$ cat src/rtl/alu_cmd_issuer.sv
// Command-side initiator for the 16-bit ALU breadboard: buffers (opcode, A, B) commands,
// drives each onto the ALU for RESULT_LAT cycles, then returns an in-order response.
module alu_cmd_issuer #(
    parameter int unsigned DEPTH      = 4,
    parameter int unsigned RESULT_LAT = 2
) (
    input  logic        clk,
    input  logic        rst_n,
    input  logic        cmd_valid,
    output logic        cmd_ready,
    input  logic [3:0]  cmd_opcode,
    input  logic [15:0] cmd_a,
    input  logic [15:0] cmd_b,
    output logic [3:0]  alu_opcode,
    output logic [15:0] alu_a,
    output logic [15:0] alu_b,
    input  logic [15:0] alu_result,
    input  logic        alu_overflow,
    output logic        rsp_valid,
    input  logic        rsp_ready,
    output logic [3:0]  rsp_opcode,
    output logic [15:0] rsp_result,
    output logic        rsp_error,
    output logic        busy
);

    localparam int unsigned AW = (DEPTH > 1) ? $clog2(DEPTH) : 1;
    localparam int unsigned CW = $clog2(RESULT_LAT + 1);

    localparam logic [3:0] OP_ADD   = 4'b1000;
    localparam logic [3:0] OP_SUB   = 4'b1001;
    localparam logic [3:0] OP_CLEAR = 4'b1111;

    typedef struct packed {
        logic [3:0]  opcode;
        logic [15:0] a;
        logic [15:0] b;
    } cmd_t;

    typedef enum logic [1:0] {
        S_IDLE  = 2'd0,
        S_ISSUE = 2'd1,
        S_CLEAR = 2'd2
    } state_t;

    // Opcodes with no ALU function are answered directly with an error response.
    function automatic logic is_legal(input logic [3:0] op);
        logic legal;
        case (op)
            4'b0111, 4'b1100, 4'b1101, 4'b1110: legal = 1'b0;
            default:                            legal = 1'b1;
        endcase
        return legal;
    endfunction

    cmd_t          mem [DEPTH];
    logic [AW-1:0] wr_ptr;
    logic [AW-1:0] rd_ptr;
    logic [AW:0]   count;
    logic [AW:0]   count_d;
    cmd_t          head;
    logic          empty;
    logic          push;
    logic          pop;

    state_t        state;
    state_t        state_d;
    logic [CW-1:0] cnt;
    logic [CW-1:0] cnt_d;
    logic          slot_free;
    logic          lat_done;

    logic [3:0]    alu_opcode_d;
    logic [15:0]   alu_a_d;
    logic [15:0]   alu_b_d;
    logic          rsp_valid_d;
    logic [3:0]    rsp_opcode_d;
    logic [15:0]   rsp_result_d;
    logic          rsp_error_d;
    logic          busy_d;
    logic          cmd_ready_d;

    assign head      = mem[rd_ptr];
    assign empty     = (count == '0);
    assign push      = cmd_valid & cmd_ready;
    assign slot_free = ~rsp_valid | rsp_ready;
    assign lat_done  = (({1'b0, cnt} + (CW+1)'(1)) >= (CW+1)'(RESULT_LAT));

    // FIFO storage; contents need no reset since count gates every read.
    always_ff @(posedge clk) begin
        if (push) begin
            mem[wr_ptr] <= {cmd_opcode, cmd_a, cmd_b};
        end
    end

    always_comb begin
        count_d = count;
        if (push && !pop) begin
            count_d = count + (AW+1)'(1);
        end else if (!push && pop) begin
            count_d = count - (AW+1)'(1);
        end
    end

    always_ff @(posedge clk or negedge rst_n) begin
        if (!rst_n) begin
            wr_ptr <= '0;
            rd_ptr <= '0;
            count  <= '0;
        end else begin
            if (push) begin
                wr_ptr <= wr_ptr + AW'(1);
            end
            if (pop) begin
                rd_ptr <= rd_ptr + AW'(1);
            end
            count <= count_d;
        end
    end

    // Next-state and next-output logic.
    always_comb begin
        state_d      = state;
        cnt_d        = cnt;
        pop          = 1'b0;
        alu_opcode_d = alu_opcode;
        alu_a_d      = alu_a;
        alu_b_d      = alu_b;
        rsp_valid_d  = rsp_valid & ~rsp_ready;
        rsp_opcode_d = rsp_opcode;
        rsp_result_d = rsp_result;
        rsp_error_d  = rsp_error;

        unique case (state)
            S_IDLE: begin
                if (!empty) begin
                    if (is_legal(head.opcode)) begin
                        pop          = 1'b1;
                        alu_opcode_d = head.opcode;
                        alu_a_d      = head.a;
                        alu_b_d      = head.b;
                        cnt_d        = '0;
                        state_d      = S_ISSUE;
                    end else if (slot_free) begin
                        pop          = 1'b1;
                        rsp_valid_d  = 1'b1;
                        rsp_opcode_d = head.opcode;
                        rsp_result_d = '0;
                        rsp_error_d  = 1'b1;
                    end
                end
            end
            S_ISSUE: begin
                if (cnt != CW'(RESULT_LAT)) begin
                    cnt_d = cnt + CW'(1);
                end
                if (lat_done && slot_free) begin
                    rsp_valid_d  = 1'b1;
                    rsp_opcode_d = alu_opcode;
                    rsp_result_d = alu_result;
                    rsp_error_d  = alu_overflow &
                                   ((alu_opcode == OP_ADD) | (alu_opcode == OP_SUB));
                    // CLEAR is presented to the ALU during the following cycle.
                    alu_opcode_d = OP_CLEAR;
                    alu_a_d      = '0;
                    alu_b_d      = '0;
                    state_d      = S_CLEAR;
                end
            end
            S_CLEAR: begin
                alu_opcode_d = OP_CLEAR;
                alu_a_d      = '0;
                alu_b_d      = '0;
                state_d      = S_IDLE;
            end
            default: begin
                state_d = S_IDLE;
            end
        endcase

        busy_d      = (count_d != '0) | (state_d != S_IDLE) | rsp_valid_d;
        cmd_ready_d = (count_d != (AW+1)'(DEPTH));
    end

    always_ff @(posedge clk or negedge rst_n) begin
        if (!rst_n) begin
            state <= S_IDLE;
            cnt   <= '0;
        end else begin
            state <= state_d;
            cnt   <= cnt_d;
        end
    end

    // Registered outputs.
    always_ff @(posedge clk or negedge rst_n) begin
        if (!rst_n) begin
            alu_opcode <= OP_CLEAR;
            alu_a      <= '0;
            alu_b      <= '0;
            rsp_valid  <= 1'b0;
            rsp_opcode <= '0;
            rsp_result <= '0;
            rsp_error  <= 1'b0;
            busy       <= 1'b0;
            cmd_ready  <= 1'b1;
        end else begin
            alu_opcode <= alu_opcode_d;
            alu_a      <= alu_a_d;
            alu_b      <= alu_b_d;
            rsp_valid  <= rsp_valid_d;
            rsp_opcode <= rsp_opcode_d;
            rsp_result <= rsp_result_d;
            rsp_error  <= rsp_error_d;
            busy       <= busy_d;
            cmd_ready  <= cmd_ready_d;
        end
    end

endmodule

$ cat config.mk
export PLATFORM = sky130hd
export DESIGN_NAME = alu_cmd_issuer
export DESIGN_NICKNAME = d
export VERILOG_FILES = /design/src/rtl/alu_cmd_issuer.sv
export SDC_FILE = /design/constraint.sdc
export NUM_CORES = 1
export LEC_CHECK = 0
export CAP_MARGIN = 0
export CORE_ASPECT_RATIO = 0.8
export CORE_MARGIN = 1.5
export CORE_UTILIZATION = 40
export CTS_CLUSTER_DIAMETER = 30
export DETAILED_ROUTE_END_ITERATION = 8
export GPL_ROUTABILITY_DRIVEN = 0
export SLEW_MARGIN = 40
export SYNTH_ARGS = -nofsm -noshare
export SYNTH_HDL_FRONTEND = slang
export SYNTH_SLANG_ARGS = --single-unit
$ cat constraint.sdc
create_clock -name clk -period 6.33 [get_ports clk]
set_input_delay 1.266 -clock clk [delete_from_list [all_inputs] [get_ports clk]]
set_output_delay 1.266 -clock clk [all_outputs]
set_load 0.01 [all_outputs]
## After elaboration in Yosys (flattened, before gate mapping)

Memory sizes are Yosys's and may differ from the RTL's.
Cells that the tools add are included.
W data, S select, Z words.

| storage, ports and cells | value |
|---|---|
| word-level logic and storage cells | 112 |
| memory bits (writable) | 144 |
| memories | 1 |
| output and inout bits | 60 |
| register bits after elaboration | 71 |
| input bits | 57 |

| operators by class | value |
|---|---|
| bitwise gates (word level) | 9 |
| magnitude comparators | 1 |
| add/sub/neg operators | 6 |
| multiplexer cells | 50 |
| equality and inequality tests | 16 |
| reductions and logical operators | 15 |

Memories:

| memory | depth | bits a word | rd ports | clocked after memory_dff | write ports | line | source |
|---|---|---|---|---|---|---|---|
| mem | 4 | 36 | 1 | 0 | 1 | 56 | `cmd_t mem [DEPTH];` |

Operator list:

| operator | count |
|---|---|
| $mux W16 | 9 |
| $pmux W16 S3 | 2 |
| $pmux W16 S2 | 1 |
| $mux W4 | 7 |
| $eq A4 B4 Y1 const B | 5 |
| $mux W1 | 17 |
| $ne A2 B2 Y1 const B | 7 |
| $mux W2 | 6 |
| $pmux W4 S3 | 1 |
| $pmux W2 S2 | 2 |
| $pmux W4 S2 | 1 |
| $reduce_and A4 Y1 | 2 |
| $add A2 B1 Y2 const B | 3 |
| $mux W3 | 2 |
| $reduce_bool A3 Y1 | 2 |
| $reduce_and A5 Y1 | 1 |
| $eq A4 B3 Y1 const B | 1 |
| $or A1 B1 Y1 | 4 |
| $pmux W1 S2 | 2 |
| $reduce_bool A2 Y1 | 2 |
| $reduce_or A4 Y1 | 1 |
| $add A2 B1 Y3 const B | 1 |
| $add A3 B1 Y3 const B | 1 |
| $and A1 B1 Y1 | 3 |
| 10 further kinds | 14 |

## Logic depth before layout (Yosys ltp)

An unclocked memory read counts as a cell.

| depth | value |
|---|---|
| word-level depth | 15 |
| depth in mapped cells | 9 |
| mapped depth without buffers | 8 |

## Worst setup path after synthesis

Ideal clock, no wire load.

| timing path | value |
|---|---|
| path type | input port to flip-flop |
| from | input cmd_valid |
| to | register busy |
| data required time | 6.191 ns |
| library setup time | 0.139 ns |
| cell stages on the path | 6 |
| buffers on the path | 1 |
| arrival time | 2.576 ns |
| slack | 3.615 ns |
| cell sequence | and2_1 -> clkbuf_1 -> nor2_1 -> a2111oi_0 -> a2111oi_0 -> or4_1 |

| on the way | value |
|---|---|
| cells in the longest elaborated chain, start to end | 8 |
| elaborated cells on any way between the ends | 9 |
| classes of those cells | mux: 2; bitwise: 3; reduce/logical: 4 |

RTL lines:

| item | line | source |
|---|---|---|
| start, declared | 9 | `input logic cmd_valid,` |
| $and A1 B1 Y1 (*) | 85 | `assign push = cmd_valid & cmd_ready;` |
| $logic_not A1 Y1 | 100 | `end else if (!push && pop) begin` |
| $logic_and A1 B1 Y1 | 100 |  |
| $mux W3 | 100 |  |
| $mux W3 (*) | 98 | `if (push && !pop) begin` |
| $reduce_bool A3 Y1 (*) | 181 | `busy_d = (count_d != '0) \| (state_d != S_IDLE) \| rsp_valid_d;` |
| $or A1 B1 Y1 (*) (2 in series) | 181 |  |
| net busy_d | 80 | `logic busy_d;` |
| end signal, assigned | 215 | `busy <= busy_d;` |
| end, declared | 24 | `output logic busy` |

The timed path passes the listed nets; every way through them passes the cells marked *.
A chain may end at the register's enable or synchronous reset.

## Final worst setup path

| timing path | value |
|---|---|
| from | register rd_ptr[0] |
| to | register alu_b[10] |

| on the way | value |
|---|---|
| cells in the longest elaborated chain, start to end | 8 |
| elaborated cells on any way between the ends | 14 |
| classes of those cells | eq/ne: 5; mux: 6; reduce/logical: 2; memory: 1 |

RTL lines:

| item | line | source |
|---|---|---|
| start, declared | 58 | `logic [AW-1:0] rd_ptr;` |
| start signal, assigned | 115 | `rd_ptr <= rd_ptr + AW'(1);` |
| $mem_v2 Z4 W36 (*) | n/a |  |
| $eq A4 B3 Y1 or $eq A4 B4 Y1 (tied branches) | 49 | `case (op)` |
| $reduce_or A4 Y1 | 49 |  |
| $mux W1 | 49 |  |
| $mux W1 | 136 | `if (!empty) begin` |
| $mux W1 | 134 | `unique case (state)` |
| $ne A2 B2 Y1 (no source line) | n/a |  |
| $reduce_and A4 Y1 (no source line) | n/a |  |
| end signal, assigned | 210 | `alu_b <= alu_b_d;` |
| end, declared | 16 | `output logic [15:0] alu_b,` |

Every way passes the cells marked *; elsewhere a longest branch is shown, timed or not. The select of a mux whose other input is x is not followed.

==> results_dict.tcl <==
set metrics [dict create \
    die_width_um 169 \
    path_cells "buf_4 -> mux4_2 -> and4b_1 -> a211oi_2 -> o21a_4 -> mux2_2" \
    core_um2 21600 \
    gr-total-overflow 0 \
    critPathMaxFanout 36 \
    maxSlewViolCount 0 \
    layout-area-overhead-vs-synth_pct 30.0 \
    async_flop_share_pct 33.0 \
    switching_share_pct 31.5 \
    drive_gt1_share_pct 21.1 \
    place_hpwl_um 10500 \
    setup_violations 0 \
    num-nets-final 732 \
    synth_cells 529 \
    startpoint_type "register" \
    first_iter_violations 227 \
    antenna_found_initial 0 \
    synth-edff-count 144 \
    p_clk_share_pct 30.6 \
    avgViaCountPerCell 5.11 \
    wl_per_cell_um 18.7 \
    worstPathBufferInverterCount 1 \
    rows 48 \
    tns_ns 0 \
    power_frac_comb_pct 34.9 \
    crit_path_end_kind "register" \
    slowest_delay_ns 0.75 \
    post_cts_buffers 0 \
    synth_ff_type "edfxtp_1" \
    peakVddDrop_v 0.000314 \
    drt_first_pass_iters 4 \
    drv_cap 0 \
    ys_seq_elements 215 \
    clk_pin_slew_ns 0.05 \
    fill_cells 1745 \
    vias 4945 \
    syn_area_per_cell_um2 16.7 \
    leakagePower_nw 4.24 \
    chipHeight_um 136 \
    numPlacedInstances 899 \
    finalClockSkew_ns 0.0207 \
    io_pins 117 \
    ys_types 46 \
    rsz0062_at_grt "false" \
    power.density_nw_per_um2 543 \
    postRouteWirelength_um 18000 \
    root_buffer "clkbuf_16" \
    internal-power_mw 4.28 \
    critPathArrivalTime_ns 4.09 \
    antenna_violating_nets_post_route 0 \
    initial_core_util_pct 41.0 \
    p_sw_mw 1.97 \
    post-route-period-util_pct 58.7 \
    instances_no_fill 967 \
    ctsLongestPathBuffers 3 \
    yosysSeqAreaShare_pct 69.0 \
    ctsResizeCount 0 \
    syn_nets 598 \
    slew_headroom_pct 44.9 \
    worst_pin_slew_ns 0.825 \
    crit_family "multiplexers" \
    first_global_vias 5316 \
    crit_type "reg -> reg" \
    fmax_mhz 269 \
    die_area_um2 23000 \
    yosysWarnings 0 \
    port_buffers 116 \
    seq_power_share_pct 34.5 \
    hold_viol 0 \
    grt_pass1_wl_um 28800 \
    hold_class "reg -> reg" \
    cts_buffers 37 \
    status "completed" \
    netlist_area_um2 8850 \
    clock_latency_ns 0.51 \
    h-tree-depth 2 \
    ctsHoldBuffers 0 \
    drc 0 \
    slowest_stage "dfrtp_2" \
    grt_max_degree 72 \
    cts_tree "built" \
    cts_sinks 215 \
    grtUsageTotal_pct 16.5 \
    required_ns 6.70 \
    period_minus_slack_ns 3.72 \
]
Yosys cell counts (3+ instances only):
cell       number  share of area, %
clkbuf_1       13              0.55
edfxtp_1      144                49
mux2_2         31               3.9
and2_1          3              0.21
nand3_1         6              0.34
a2111oi_0       3              0.30
buf_1           4              0.17
dfrtp_1        66                19
nor2_1         10              0.42
mux2_1          7              0.89
nor2b_1        35               2.5
xnor2_1         6              0.59
inv_1          32               1.4
ha_1           12               1.7
a21oi_1        11              0.62
buf_6           5              0.64
o21ai_0         9              0.51
nand2_1        32               1.4
dfstp_2         5               1.5
and3_1          4              0.28
mux2i_1        21               2.4
mux4_2         36               9.2
layer usage:
metal / GRT usage [%] / share of wire (%) / vias to the layer above
met2: 27.1 / 47 / 160
met1: 21.4 / 45 / 2471
li1: - / - / 2278
met3: 3.93 / 6.1 / 36
met5: 0 / 0 / -
met4: 5.95 / 2.3 / 0
power by group through the flow:
stage	registers, mW	clock network, mW	logic (mW)
finish	2.16	1.91	2.18
global route	2.21	2.02	2.39
CTS	2.17	1.95	2.21
detailed placement	2.19	0	2.20
global placement	2.17	0	2.16
floorplan	2.13	0	1.53
cell families (layout without fill, tap and decap cells):
logic type	Yosys count	after routing	share of synthesized area [%]
compound gates	42	42	3.31
xor+xnor	6	6	0.593
fa+ha+maj	12	12	1.70
buf+inv	56	218	2.88
flops	215	215	69.0
mux	95	95	16.4
other cells	0	1	0
simple gates	103	103	6.19
layout by cell type (no fill, tap or decap), drive strengths merged, types with 3 or more instances in the layout:
cell type / n
clkinvlp: 7
ha: 12
buf: 4
xnor2: 6
dfrtp: 66
a21oi: 11
bufinv: 3
nor2b: 35
and2: 3
clkdlybuf4s50: 115
a2111oi: 3
nor2: 10
clkinv: 11
edfxtp: 144
mux2i: 21
nand3: 6
mux2: 38
a211oi: 3
o21ai: 9
inv: 35
nand2: 32
dfstp: 5
clkbuf: 43
mux4: 36
and3: 4
per-stage QoR:
step           area (um2)  util (%)  setup WS [ns]  power (mW)  hold WS, ns
6_report            11500      53.2           2.61        6.25        0.484
2_1_floorplan        8850         -           3.62        3.66        0.485
4_1_cts             11500      53.2           2.55        6.33        0.489
3_3_place_gp        10300      47.5           2.31        4.33        0.468
5_1_grt             11500      53.2           2.37        6.61        0.512
3_5_place_dp        10300      47.6           2.56        4.39        0.478
registers in the layout, indices dropped and copies added, names as in the netlist:
register    count
rsp_valid       1
rsp_opcode      4
alu_b          16
rd_ptr          2
busy            1
mem           144
cnt             2
alu_a          16
rsp_result     16
cmd_ready       1
count           3
rsp_error       1
wr_ptr          2
state           2
alu_opcode      4
path summary, 6_finish.rpt:
kind / to / slack [ns] / from / cells past startpoint
worst min-delay path: rsp_opcode[2] / 0.48 / rsp_opcode[2] / 1
worst min register to register: rsp_opcode[2] / 0.48 / rsp_opcode[2] / 1
worst max-delay path: alu_b[10] / 2.61 / rd_ptr[0] / 6
min in group asynchronous: alu_b[6] / 0.81 / rst_n / 1
worst max register to register: alu_b[10] / 2.61 / rd_ptr[0] / 6
max in group asynchronous: rd_ptr[1] / 4.97 / rst_n / 1
cell type report:
class | instances | area, um2 | share of cell area (%)
Antenna cell | 1 | 2.50 | 0.0217
Clock buffer | 43 | 970 | 8.42
Clock inverter | 24 | 244 | 2.12
Inverter | 32 | 120 | 1.04
Multi-Input combinational cell | 258 | 2530 | 22.0
Sequential cell | 215 | 6110 | 53.1
Tap cell | 275 | 344 | 2.99
Timing Repair Buffer | 119 | 1180 | 10.3
Note: power is estimated with default switching activity, not from simulation.
